===== src/rtl/inst_fetch_ctrl_if.sv =====
// Handshake bundle between the fetch controller, instruction memory, decode and execute.
// The controller side takes the master modport; the environment side takes slave.
interface inst_fetch_ctrl_if;
    logic [31:0] pc_in;
    logic        pc_in_valid;
    logic        pc_in_ready;

    logic [31:0] imem_araddr;
    logic        imem_arvalid;
    logic        imem_arready;

    logic [31:0] imem_rdata;
    logic [1:0]  imem_rresp;
    logic        imem_rvalid;
    logic        imem_rready;

    logic [31:0] inst;
    logic [31:0] inst_pc;
    logic        inst_valid;
    logic        inst_ready;

    modport master (
        input  pc_in, pc_in_valid, imem_arready, imem_rdata, imem_rresp, imem_rvalid, inst_ready,
        output pc_in_ready, imem_araddr, imem_arvalid, imem_rready, inst, inst_pc, inst_valid
    );

    modport slave (
        output pc_in, pc_in_valid, imem_arready, imem_rdata, imem_rresp, imem_rvalid, inst_ready,
        input  pc_in_ready, imem_araddr, imem_arvalid, imem_rready, inst, inst_pc, inst_valid
    );
endinterface


===== src/rtl/inst_fetch_ctrl.sv =====
// Single-issue instruction-fetch controller: one memory read per instruction, one
// instruction in flight, terminal FAULT on misaligned PC, bus error or memory timeout.
//
//   state   | meaning
//   --------+-----------------------------------------------------------
//   BOOT    | first cycle after reset, no outputs asserted
//   REQ     | imem_arvalid high with araddr = pc_q, waiting for arready
//   WAIT_R  | imem_rready high, timeout counter running
//   OUT     | inst_valid high, waiting for decode
//   WAIT_PC | pc_in_ready high, waiting for next PC from execute
//   FAULT   | terminal until reset, cause in fault_cause
module inst_fetch_ctrl #(
    parameter logic [31:0] RESET_PC = 32'h8000_0000,
    parameter int          TIMEOUT  = 256,
    parameter int          CNT_W    = 32
) (
    input  logic                 clk,
    input  logic                 rst,
    inst_fetch_ctrl_if.master    bus,
    output logic                 fetch_fault,
    output logic [1:0]           fault_cause,
    output logic [CNT_W-1:0]     fetch_cnt
);

    typedef enum logic [2:0] {
        BOOT    = 3'd0,
        REQ     = 3'd1,
        WAIT_R  = 3'd2,
        OUT     = 3'd3,
        WAIT_PC = 3'd4,
        FAULT   = 3'd5
    } state_t;

    localparam logic [1:0]  CAUSE_MISALIGN = 2'b01;
    localparam logic [1:0]  CAUSE_BUS_ERR  = 2'b10;
    localparam logic [1:0]  CAUSE_TIMEOUT  = 2'b11;
    localparam logic [15:0] TO_LAST        = 16'(TIMEOUT - 1);

    state_t      state;
    logic [31:0] pc_q;
    logic [31:0] inst_q;
    logic [15:0] to_cnt;

    always_ff @(posedge clk) begin
        if (rst) begin
            state       <= BOOT;
            pc_q        <= RESET_PC;
            inst_q      <= '0;
            fetch_cnt   <= '0;
            fault_cause <= 2'b00;
            to_cnt      <= '0;
        end else begin
            unique case (state)
                BOOT: state <= REQ;
                REQ: begin
                    if (bus.imem_arready) begin
                        to_cnt <= '0;
                        state  <= WAIT_R;
                    end
                end
                WAIT_R: begin
                    // A response in the final cycle beats the timeout.
                    if (bus.imem_rvalid) begin
                        if (bus.imem_rresp == 2'b00) begin
                            inst_q <= bus.imem_rdata;
                            state  <= OUT;
                        end else begin
                            fault_cause <= CAUSE_BUS_ERR;
                            state       <= FAULT;
                        end
                    end else if (to_cnt == TO_LAST) begin
                        fault_cause <= CAUSE_TIMEOUT;
                        state       <= FAULT;
                    end else begin
                        to_cnt <= to_cnt + 16'd1;
                    end
                end
                OUT: begin
                    if (bus.inst_ready) begin
                        fetch_cnt <= fetch_cnt + CNT_W'(1);
                        state     <= WAIT_PC;
                    end
                end
                WAIT_PC: begin
                    // pc_q takes the new PC even when misaligned so FAULT reports it.
                    if (bus.pc_in_valid) begin
                        pc_q <= bus.pc_in;
                        if (bus.pc_in[1:0] != 2'b00) begin
                            fault_cause <= CAUSE_MISALIGN;
                            state       <= FAULT;
                        end else begin
                            state <= REQ;
                        end
                    end
                end
                FAULT: state <= FAULT;
                default: state <= BOOT;
            endcase
        end
    end

    assign bus.imem_arvalid = (state == REQ);
    assign bus.imem_rready  = (state == WAIT_R);
    assign bus.inst_valid   = (state == OUT);
    assign bus.pc_in_ready  = (state == WAIT_PC);
    assign fetch_fault      = (state == FAULT);

    assign bus.imem_araddr  = pc_q;
    assign bus.inst_pc      = pc_q;
    assign bus.inst         = inst_q;

endmodule


===== src/flat_wrapper.sv =====
// flat-port wrapper written by rule: the top's interface ports become plain ports
module inst_fetch_ctrl_flat 
#(
    parameter logic [31:0] RESET_PC = 32'h8000_0000,
    parameter int          TIMEOUT  = 256,
    parameter int          CNT_W    = 32
)
  (clk, rst, fetch_fault, fault_cause, fetch_cnt, bus_pc_in, bus_pc_in_valid, bus_imem_arready, bus_imem_rdata, bus_imem_rresp, bus_imem_rvalid, bus_inst_ready, bus_pc_in_ready, bus_imem_araddr, bus_imem_arvalid, bus_imem_rready, bus_inst, bus_inst_pc, bus_inst_valid);
  inst_fetch_ctrl_if bus_i ();
  input  logic clk;
  input  logic rst;
  output logic fetch_fault;
  output logic [1:0] fault_cause;
  output logic [CNT_W-1:0] fetch_cnt;
  input wire logic [$bits(bus_i.pc_in)-1:0] bus_pc_in;
  input wire logic [$bits(bus_i.pc_in_valid)-1:0] bus_pc_in_valid;
  input wire logic [$bits(bus_i.imem_arready)-1:0] bus_imem_arready;
  input wire logic [$bits(bus_i.imem_rdata)-1:0] bus_imem_rdata;
  input wire logic [$bits(bus_i.imem_rresp)-1:0] bus_imem_rresp;
  input wire logic [$bits(bus_i.imem_rvalid)-1:0] bus_imem_rvalid;
  input wire logic [$bits(bus_i.inst_ready)-1:0] bus_inst_ready;
  output wire logic [$bits(bus_i.pc_in_ready)-1:0] bus_pc_in_ready;
  output wire logic [$bits(bus_i.imem_araddr)-1:0] bus_imem_araddr;
  output wire logic [$bits(bus_i.imem_arvalid)-1:0] bus_imem_arvalid;
  output wire logic [$bits(bus_i.imem_rready)-1:0] bus_imem_rready;
  output wire logic [$bits(bus_i.inst)-1:0] bus_inst;
  output wire logic [$bits(bus_i.inst_pc)-1:0] bus_inst_pc;
  output wire logic [$bits(bus_i.inst_valid)-1:0] bus_inst_valid;
  assign bus_i.pc_in = bus_pc_in;
  assign bus_i.pc_in_valid = bus_pc_in_valid;
  assign bus_i.imem_arready = bus_imem_arready;
  assign bus_i.imem_rdata = bus_imem_rdata;
  assign bus_i.imem_rresp = bus_imem_rresp;
  assign bus_i.imem_rvalid = bus_imem_rvalid;
  assign bus_i.inst_ready = bus_inst_ready;
  assign bus_pc_in_ready = bus_i.pc_in_ready;
  assign bus_imem_araddr = bus_i.imem_araddr;
  assign bus_imem_arvalid = bus_i.imem_arvalid;
  assign bus_imem_rready = bus_i.imem_rready;
  assign bus_inst = bus_i.inst;
  assign bus_inst_pc = bus_i.inst_pc;
  assign bus_inst_valid = bus_i.inst_valid;
  inst_fetch_ctrl #(.RESET_PC(RESET_PC), .TIMEOUT(TIMEOUT), .CNT_W(CNT_W)) u_core (.clk(clk), .rst(rst), .bus(bus_i), .fetch_fault(fetch_fault), .fault_cause(fault_cause), .fetch_cnt(fetch_cnt));
endmodule

===== config.mk =====
export PLATFORM = sky130hd
export DESIGN_NAME = inst_fetch_ctrl_flat
export DESIGN_NICKNAME = d
export VERILOG_FILES = /design/src/rtl/inst_fetch_ctrl_if.sv /design/src/rtl/inst_fetch_ctrl.sv /design/src/flat_wrapper.sv
export SDC_FILE = /design/constraint.sdc
export NUM_CORES = 1
export LEC_CHECK = 0
export CORE_MARGIN = 4
export CORE_UTILIZATION = 48
export CTS_BUF_LIST = sky130_fd_sc_hd__clkbuf_8
export DETAILED_ROUTE_END_ITERATION = 8
export PLACE_DENSITY = 0.87
export RECOVER_POWER = 100
export SYNTH_ARGS = -nofsm -noshare
export SYNTH_HDL_FRONTEND = slang
export SYNTH_SLANG_ARGS = --single-unit

===== constraint.sdc =====
create_clock -name clk -period 6.05 [get_ports clk]
set_clock_uncertainty 0.05 [all_clocks]
set_input_delay 1.815 -clock clk [delete_from_list [all_inputs] [get_ports clk]]
set_output_delay 1.815 -clock clk [all_outputs]
set_load 0.05 [all_outputs]

==> results by group, run 1 <==
Synth
  – Syn avg cell area: 8.07 sq um
  – Most frequent cells after synthesis: nand2_1, dfxtp_1, a21oi_1, buf_4, clkbuf_1
  – Post-synth cell types: 57
  – Count leader, synth: nand2_1
  – YS warnings: 0
  – Number of synthesized flops with an enable pin: 0
  – Synth top area share: 0.450
  – Most used DFF post-synth: dfxtp_1
  – Cells after synthesis: 644
  – Syn nets: 718
  – Asr flop ratio synth: 0
  – Area contributors post-synth: dfxtp_1, nand2_1, a21oi_1
  – Register bit total from synthesis: 117
  – Cell accounting for the most synthesized area: dfxtp_1
  – Seq/Total Area, Yosys: 0.450
  – Synthesized area: 5200 sq um

Die
  – Row cnt: 37
  – Die area: 12600 sq um
  – Core area: 10400 sq um
  – Initial Util: 0.499
  – I/O Pins: 207
  – Chip height: 112 microns
  – Die X: 112 microns

Final layout
  – Finished Layout Cells: 949
  – Area Growth Syn to Fin: 44.0%
  – # nets final: 872
  – Share of cells above drive strength 1: 0.0592
  – Design Area, Final: 7490 sq um

Critical path
  – Critical Path Sink Type: flip-flop
  – Kind of critical path: input pin to flip-flop
  – Startpoint types: input pin
  – Worst Path Arrival: 4.85 ns
  – R2r setup slk: 2.87 ns
  – CP required: 6.31 ns
  – CP Max Fanout: 32

Drt
  – WL/cell: 17.0 microns
  – Initial DRT Pass Iterations: 5
  – DRC: 0
  – Total wire length: 16100 microns
  – Antenna-violating nets left: 0
  – Vias post-DR: 5335
  – Via/cell ratio: 5.62
  – DR iter-0 viols: 443

Clock tree
  – Clock-pin slew on the worst setup and hold paths: 0.07 ns
  – H-tree levels: 4
  – Clk_lat worst skew: 0.42 ns
  – Max clock buf depth: 2
  – CTS tree: yes
  – CTS hold repair buffers: 0
  – CTS Buf Count: 17
  – Cts repair resizes: 0
  – # Post-CTS Setup Buffers: 0
  – Clock Sinks: 117
  – Root Buffer: clkbuf_8

Timing
  – Fmax: 218 MHz
  – Final hold viol count: 0
  – Tcrit/Tclk final: 0.759
  – Fin Setup TNS: 0 ns
  – Worst Max-Slew Pin Slew: 2.04 ns
  – Post-route minimum period: 4.59 ns
  – Final setup viols: 0
  – Slew headroom: -0.360
  – Final number of max-transition violations: 135
  – RSZ-0062 raised after global routing: false

Place
  – DP Area: 7020 sq um
  – Final HPWL DP: 11500 microns
  – IO Port Bufs: 206
  – Post-placement cell count: 915
  – RD Place Congestion: 0.853

Global routing
  – Largest net degree at the start of global routing: 102
  – Antenna violations before repair: 2
  – Number of global-route vias before repair: 5222
  – First-pass GRT wire length: 25800 microns
  – Gr usage total: 0.247
  – GRT overflow: 0

Flow run
  – Maxcap violations: 2

Outcome
  – Status: finished, violations left
  – Failing checks: max-capacitance violations, max-slew violations

Power and ir drop
  – Maximum VDD drop: 0.000180 V
  – Static leakage: 0.00296 uW
  – Cell Pwr Density: 287 nW/um^2

Hold path
  – Hold WC Path Type: flip-flop to flip-flop
-- worst max-delay path: stages --
cell and delay (ns):
dlygate4sd3_1 0.66, or3b_2 0.50, nor2_1 1.50, nand2_1 0.16, a21oi_1 0.20
-- cells in the final DEF (no fill, tap or decap), drive strengths merged, types with 2 or more instances in the layout --
cell type and instances:
o211a 2, inv 15, nand3 15, bufinv 5, or4 17, o221a 2
and3 9, dfxtp 117, nand2b 2, a21oi 94, o211ai 6, and4 7
o21a 3, o21ai 15, o31ai 14, diode 2, or3b 3, clkdlybuf4s50 67
nor2b 2, or3 9, nor3b 2, nand4 13, a31oi 13, nand4b 2
ha 2, nor3 4, nor2 19, nor4 5, clkinv 6, or2 2
xor2 5, dlygate4sd3 138, a41oi 3, and2 5, clkbuf 18, a221o 2
xnor2 2, nand2 150, a21o 2
-- logic make-up after synthesis --
kind of cell,share of synthesized area
XOR/XNOR,0.0118
flip-flops,0.450
multiplexers,0.00409
buffers and inverters,0.0881
adder cells (fa/ha/maj),0.00481
AND/OR/NAND/NOR,0.253
AO/OA/AOI/OAI,0.188
-- stage by stage --
step | hold slack (ns) | power [uW] | setup slack (ns) | util
floorplan | 0.397 | 1190 | 2.37 | -
global placement | 0.392 | 1330 | 1.87 | 0.674
detailed placement | 0.396 | 1350 | 1.77 | 0.674
CTS | 0.405 | 2170 | 1.70 | 0.719
global route | 0.422 | 2230 | 1.23 | 0.719
finish | 0.402 | 2150 | 1.46 | 0.719
-- flip-flops by register name, indices dropped and copies added, names as in the netlist --
register,count
u_core.bus.inst,32
u_core.fault_cause,2
u_core.fetch_cnt,32
u_core.state,3
u_core.bus.imem_araddr,32
u_core.to_cnt,16
-- where the power goes --
group / switching, uW / internal (uW) / total, uW
Combinational: 311 / 157 / 469
Sequential: 40.9 / 803 / 844
Clock: 338 / 495 / 833
Total: 690 / 1460 / 2150
-- routing by layer --
layer,wire [microns],vias up,share of wire,GRT usage
met5,0,-,0,0
met3,1130,35,0.070,0.0782
li1,-,2570,-,-
met1,6280,2516,0.39,0.279
met4,502,0,0.031,0.106
met2,8200,214,0.51,0.429
-- area by class of cell --
cell class | instances | area (sq um)
antenna | 2 | 5.00
clock buffer | 17 | 234
clock inverter | 15 | 229
fill | 783 | 2930
inverter | 11 | 41.3
multi-input combinational | 444 | 2400
sequential | 117 | 2340
tap | 136 | 170
timing repair buffer | 207 | 2060
-- final timing paths --
path / endpoint / cells after the start / start
worst min register to register: u_core.bus.inst[21] / 2 / u_core.bus.inst[21]
worst max register to register: u_core.bus.inst[23] / 4 / u_core.state[1]
worst max-delay path: u_core.bus.inst[23] / 5 / bus_imem_rvalid
worst min-delay path: u_core.bus.inst[21] / 2 / u_core.bus.inst[21]
(Power assumes the default switching activity.)
==> inputs of run 2 (changes only) <==
--- a/config.mk
+++ b/config.mk
@@ -6,10 +6,10 @@
 export NUM_CORES = 1
 export LEC_CHECK = 0
 export CORE_MARGIN = 4
-export CORE_UTILIZATION = 48
+export CORE_UTILIZATION = 41
 export CTS_BUF_LIST = sky130_fd_sc_hd__clkbuf_8
 export DETAILED_ROUTE_END_ITERATION = 8
-export PLACE_DENSITY = 0.87
+export PLACE_DENSITY = 0.79
 export RECOVER_POWER = 100
 export SYNTH_ARGS = -nofsm -noshare
 export SYNTH_HDL_FRONTEND = slang
==> constraint.sdc (replaced) <==
create_clock -name clk -period 3.7 [get_ports clk]
set_clock_uncertainty 0.05 [all_clocks]
set_input_delay 1.11 -clock clk [delete_from_list [all_inputs] [get_ports clk]]
set_output_delay 1.11 -clock clk [all_outputs]
set_load 0.05 [all_outputs]
==> results by group, run 2 (synthesis gave the netlist of run 1 again) <==
Critical path
  – CP Max Fanout: 11 (-66%)
  – Critical Path Sink Type: primary output
  – Kind of critical path: flip-flop to primary output
  – Worst path cell trace: nor2b_1 > and2_1 > dlygate4sd3_1
  – Worst Path Arrival: 2.39 ns (-2.46 ns)
  – CP required: 2.54 ns (-3.77 ns)
  – Worst path slowest cell: dlygate4sd3_1
  – Top delay family on crit path: buffers and inverters
  – Worst reg2reg path startpoint: u_core.state[1]
  – Slowest stage delay, CP: 0.87 ns (-0.63 ns)
  – Startpoint types: flip-flop
  – Crit path launch: u_core.state[0]
  – Critical path buffers and inverters: 1 (unchanged)

Final layout
  – Most common cell after layout, fill and taps aside: nand2_1
  – Finished Layout Cells: 983 (+3.6%)
  – Number of diodes: 0 (-2)
  – Most frequent cells in the layout: nand2_1, dlygate4sd3_1, dfxtp_1
  – Area Growth Syn to Fin: 42.5%
  – # nets final: 879 (+0.80%)
  – Share of cells above drive strength 1: 0.0589 (-0.000290)
  – Final Core Density: 0.607 (-0.112)

Timing
  – Fmax: 282 MHz
  – Final hold viol count: 0 (unchanged)
  – RSZ-0062 raised after global routing: false
  – Hold Slack: 0.400 ns (-0.00206 ns)
  – Final setup viols: 0 (unchanged)
  – Final number of max-transition violations: 0 (-100%)
  – Post-route minimum period: 3.55 ns
  – Worst Max-Slew Pin Slew: 1.48 ns (-0.556 ns)
  – Fin Setup TNS: 0 ns (unchanged)
  – Tcrit/Tclk final: 0.959
  – Slew headroom: 0.0110 (+0.371)

Die
  – Die X: 121 microns (+7.6%)
  – I/O Pins: 207 (unchanged)
  – Row cnt: 40 (+8.1%)
  – Initial Util: 0.426 (-0.0734)
  – Die area: 14500 sq um (+16%)
  – Core area: 12200 sq um (+17%)
  – Chip height: 121 microns (+7.6%)

Hold path
  – Hold WC Path Type: flip-flop to flip-flop
  – Hold path startpoint: u_core.bus.inst[27]

Clock tree
  – CTS Buf Count: 17 (unchanged)
  – Max clock buf depth: 2 (unchanged)
  – Clock Sinks: 117 (unchanged)
  – Root Buffer: clkbuf_8
  – Clock-pin slew on the worst setup and hold paths: 0.06 ns (about the same)
  – H-tree levels: 4 (unchanged)
  – CTS tree: yes
  – Clk_lat worst skew: 0.42 ns (about the same)

Outcome
  – Status: finished, violations left
  – Failing checks: max-capacitance violations

Power and ir drop
  – Maximum VDD drop: 0.000249 V (+38%)
  – Cell Pwr Density: 418 nW/um^2 (+46%)
  – Static leakage: 0.00293 uW (-1.0%)

Drt
  – WL/cell: 15.7 microns (-7.5%)
  – Initial DRT Pass Iterations: 5 (unchanged)
  – DR iter-0 viols: 266 (-40%)
  – Via/cell ratio: 5.40 (-4.0%)
  – Vias post-DR: 5307 (-0.52%)
  – DRC: 0 (unchanged)
  – Antenna-violating nets left: 0 (unchanged)
  – Total wire length: 15400 microns (-4.2%)

Place
  – Final HPWL DP: 11400 microns (-1.2%)
  – Post-placement cell count: 954 (+4.3%)
  – IO Port Bufs: 206 (unchanged)
  – RD Place Congestion: 0.892 (+4.6%)

Global routing
  – Largest net degree at the start of global routing: 75 (-26%)
  – GRT overflow: 0 (unchanged)
  – First-pass GRT wire length: 25100 microns (-2.6%)
  – Gr usage total: 0.212 (-0.0350)
  – Number of global-route vias before repair: 5124 (-1.9%)
  – Antenna violations before repair: 0 (-2)

Flow run
  – Maxcap violations: 1 (-1)
[run 2: cell types whose count changed in the layout (fill, tap and decap cells not counted), sizes merged]
cell	before	now
buf	1	6
clkdlybuf4s50	67	68
bufinv	5	0
dlygate4sd3	138	136
clkbuf	18	24
inv	15	14
diode	2	0
[run 2: worst min-delay path, stage by stage, from the launching register on]
cell     delay, ns
dfxtp_1       0.31
nand2_1       0.05
a21oi_1       0.05
[run 2: timing repair]
action	4_1_cts	5_1_grt
resized for setup	0	1
buffers inserted	0	0
hold buffers	0	0
endpoints found under the hold margin	0	0
setup endpoints to repair	0	1
[run 2: path summary, 6_finish.rpt]
| path | endpoint | slack (ns) | cells past startpoint |
|---|---|---|---|
| setup / recovery | bus_inst_valid | 0.15 | 3 |
| setup reg to reg | u_core.to_cnt[4] | 0.91 | 5 |
| hold / removal | u_core.bus.inst[27] | 0.40 | 2 |
| hold reg to reg | u_core.bus.inst[27] | 0.40 | 2 |
[run 2: routing by layer]
metal  global-route usage  vias to the layer above  wire length [microns]
li1                     -                     2569                      -
met1                0.237                     2482                   6060
met2                0.357                      219                   7610
met3               0.0772                       37                   1290
met4                0.103                        0                    467
met5                    0                        -                      0
[run 2: power breakdown]
| group | leakage, uW | total, uW | internal, uW | switching (uW) |
|---|---|---|---|---|
| sequential | 0.000944 | 1380 | 1310 | 63.0 |
| combinational | 0.00180 | 771 | 259 | 511 |
| clock | 0.000183 | 953 | 489 | 463 |
| total | 0.00293 | 3100 | 2060 | 1040 |
[run 2: cell type report]
| class | instances | area (sq um) |
|---|---|---|
| Clock buffer | 20 | 275 |
| Tap cell | 168 | 210 |
| Fill cell | 1119 | 4800 |
| Inverter | 11 | 41.3 |
| Timing Repair Buffer | 214 | 2100 |
| Multi-Input combinational cell | 444 | 2400 |
| Sequential cell | 117 | 2340 |
| Clock inverter | 9 | 41.3 |
[run 2: metrics by stage]
step	setup slack (ns)	total power (uW)	area [sq um]
after floorplan	0.723	1940	5200
after global placement	0.534	2200	7120
after detailed placement	0.495	2220	7120
after CTS	0.0327	3180	7430
after global routing	0.0495	3260	7410
final	0.152	3100	7410
==> inputs of run 3 (changes only) <==
--- a/config.mk
+++ b/config.mk
@@ -9,6 +9,7 @@
 export CORE_UTILIZATION = 41
 export CTS_BUF_LIST = sky130_fd_sc_hd__clkbuf_8
 export DETAILED_ROUTE_END_ITERATION = 8
+export GPL_TIMING_DRIVEN = 0
 export PLACE_DENSITY = 0.79
 export RECOVER_POWER = 100
 export SYNTH_ARGS = -nofsm -noshare
==> results by group, run 3 (synthesis gave the netlist of run 1 again) <==
Critical path
  – Crit path to: bus_imem_rready
  – Critical Path Sink Type: primary output
  – CP Max Fanout: 8 (-3)
  – Worst path cell trace: or3b_2 > inv_2 > dlygate4sd3_1
  – Startpoint types: flip-flop
  – Crit. path cell count: 3 (unchanged)
  – Worst Path Arrival: 2.35 ns (-0.04 ns)
  – Critical path buffers and inverters: 2 (+1)
  – Worst reg2reg path startpoint: u_core.state[2]
  – Crit path launch: u_core.state[2]
  – CP required: 2.54 ns (about the same)
  – R2r setup slk: 1.47 ns (+0.56 ns)
  – Kind of critical path: flip-flop to primary output
  – Worst r2r path cells: 5 (unchanged)
  – Slowest stage delay, CP: 0.90 ns (+0.03 ns)
  – Capturing point of the worst reg2reg path: u_core.to_cnt[7]
  – Worst path slowest cell: dlygate4sd3_1
  – Top delay family on crit path: buffers and inverters

Place
  – RD Place Congestion: 0.865 (-3.1%)
  – Setup WS pre-CTS: 0.242 ns (-0.253 ns)
  – DP Area: 7470 sq um (+5.0%)
  – Final HPWL DP: 12600 microns (+11%)
  – IO Port Bufs: 206 (unchanged)

Final layout
  – Most frequent cells in the layout: nand2_1, dlygate4sd3_1, dfxtp_1
  – Final Core Density: 0.642 (+0.0349)
  – Share of cells above drive strength 1: 0.0865 (+0.0276)
  – Most common cell after layout, fill and taps aside: nand2_1
  – # nets final: 943 (+7.3%)
  – Fillcell total: 1108 (-0.98%)
  – Design Area, Final: 7840 sq um (+5.8%)
  – Area Growth Syn to Fin: 50.7%

Clock tree
  – Root Buffer: clkbuf_8
  – # Post-CTS Setup Buffers: 0 (unchanged)
  – Clock Sinks: 117 (unchanged)
  – CTS Buf Count: 17 (unchanged)
  – H-tree levels: 4 (unchanged)
  – Clk_lat worst skew: 0.43 ns (about the same)
  – CTS hold repair buffers: 0 (unchanged)
  – Clock-pin slew on the worst setup and hold paths: 0.07 ns (about the same)
  – CTS tree: yes
  – Max clock buf depth: 2 (unchanged)
  – Cts repair resizes: 0 (unchanged)

Drt
  – DRC: 0 (unchanged)
  – Via/cell ratio: 5.25 (-2.8%)
  – Antenna-violating nets left: 0 (unchanged)
  – Initial DRT Pass Iterations: 5 (unchanged)
  – Vias post-DR: 5511 (+3.8%)
  – Total wire length: 16500 microns (+6.8%)
  – DR iter-0 viols: 446 (+68%)
  – WL/cell: 15.7 microns (about the same)

Global routing
  – First-pass GRT wire length: 26300 microns (+4.7%)
  – Antenna violations before repair: 3 (+3)
  – Largest net degree at the start of global routing: 17 (-77%)
  – Gr usage total: 0.223 (+0.0105)
  – Number of global-route vias before repair: 5302 (+3.5%)
  – GRT overflow: 0 (unchanged)

Die
  – Die area: 14500 sq um (unchanged)
  – Die X: 121 microns (unchanged)
  – Chip height: 121 microns (unchanged)
  – Initial Util: 0.426 (unchanged)
  – Row cnt: 40 (unchanged)
  – I/O Pins: 207 (unchanged)
  – Core area: 12200 sq um (unchanged)

Hold path
  – Hold path depth: 2 (unchanged)
  – Hold WC Path Type: flip-flop to flip-flop

Power and ir drop
  – Pwr Total: 3310 uW (+6.7%)
  – Maximum VDD drop: 0.000218 V (-12%)
  – Static leakage: 0.00316 uW (+7.9%)
  – Cell Pwr Density: 422 nW/um^2 (+0.89%)

Timing
  – Final setup viols: 0 (unchanged)
  – Post-route minimum period: 3.51 ns (-0.0360 ns)
  – Tcrit/Tclk final: 0.949 (-0.00972)
  – Fmax: 285 MHz (+1.0%)
  – Final number of max-transition violations: 0 (unchanged)
  – Slew headroom: 0.615 (+0.604)
  – Setup ws final: 0.188 ns (+0.0360 ns)
  – Final hold viol count: 0 (unchanged)
  – Fin Setup TNS: 0 ns (unchanged)
  – RSZ-0062 raised after global routing: false
  – Worst Max-Slew Pin Slew: 0.576 ns (-0.907 ns)

Flow run
  – Maxcap violations: 0 (-1)

Outcome
  – Status: finished clean
==> run 3: layer usage <==
metal  track usage  share of wire
met1         0.261           0.41
met2         0.379           0.50
met3        0.0739          0.076
met4        0.0800          0.016
met5             0              0
==> run 3: how the worst min path moves through the flow <==
stage / startpoint / to / slack (ns)
3_5_place_dp: u_core.bus.inst[22] / u_core.bus.inst[22] / 0.40
4_1_cts: u_core.bus.inst[22] / u_core.bus.inst[22] / 0.41
2_1_floorplan: u_core.to_cnt[7] / u_core.to_cnt[7] / 0.40
3_3_place_gp: u_core.bus.inst[22] / u_core.bus.inst[22] / 0.39
5_1_grt: u_core.bus.inst[1] / u_core.bus.inst[1] / 0.42
6_report: u_core.bus.inst[22] / u_core.bus.inst[22] / 0.40
==> run 3: through the flow <==
step                      cells  hold slack [ns]
after floorplan             644            0.397
after global placement     1018            0.392
after detailed placement   1018            0.400
after CTS                  1047            0.409
after global routing       1050            0.424
final                      1050            0.402
==> run 3: area by class of cell <==
class | instances | area, sq um | share of cell area
inverters | 11 | 41.3 | 0.00527
diodes | 3 | 7.51 | 0.000958
flip-flops and latches | 117 | 2340 | 0.299
clock inverters | 9 | 90.1 | 0.0115
plain buffers | 72 | 409 | 0.0522
multi-input cells | 444 | 2400 | 0.306
clock buffers | 20 | 275 | 0.0351
well taps | 168 | 210 | 0.0268
repair buffers | 206 | 2060 | 0.263
==> run 3: worst reg2reg max path: stages, from the launching register on <==
cell      delay, ns
dfxtp_1        0.37
or3b_2         0.56
nor2_1         0.46
clkbuf_1       0.40
o21ai_0        0.17
a31oi_1        0.18
==> run 3: power by group <==
part	internal, uW	switching (uW)	total, uW	leakage [uW]
registers	1310	45.0	1360	0.000944
logic	299	544	843	0.00201
clock network	627	479	1110	0.000205
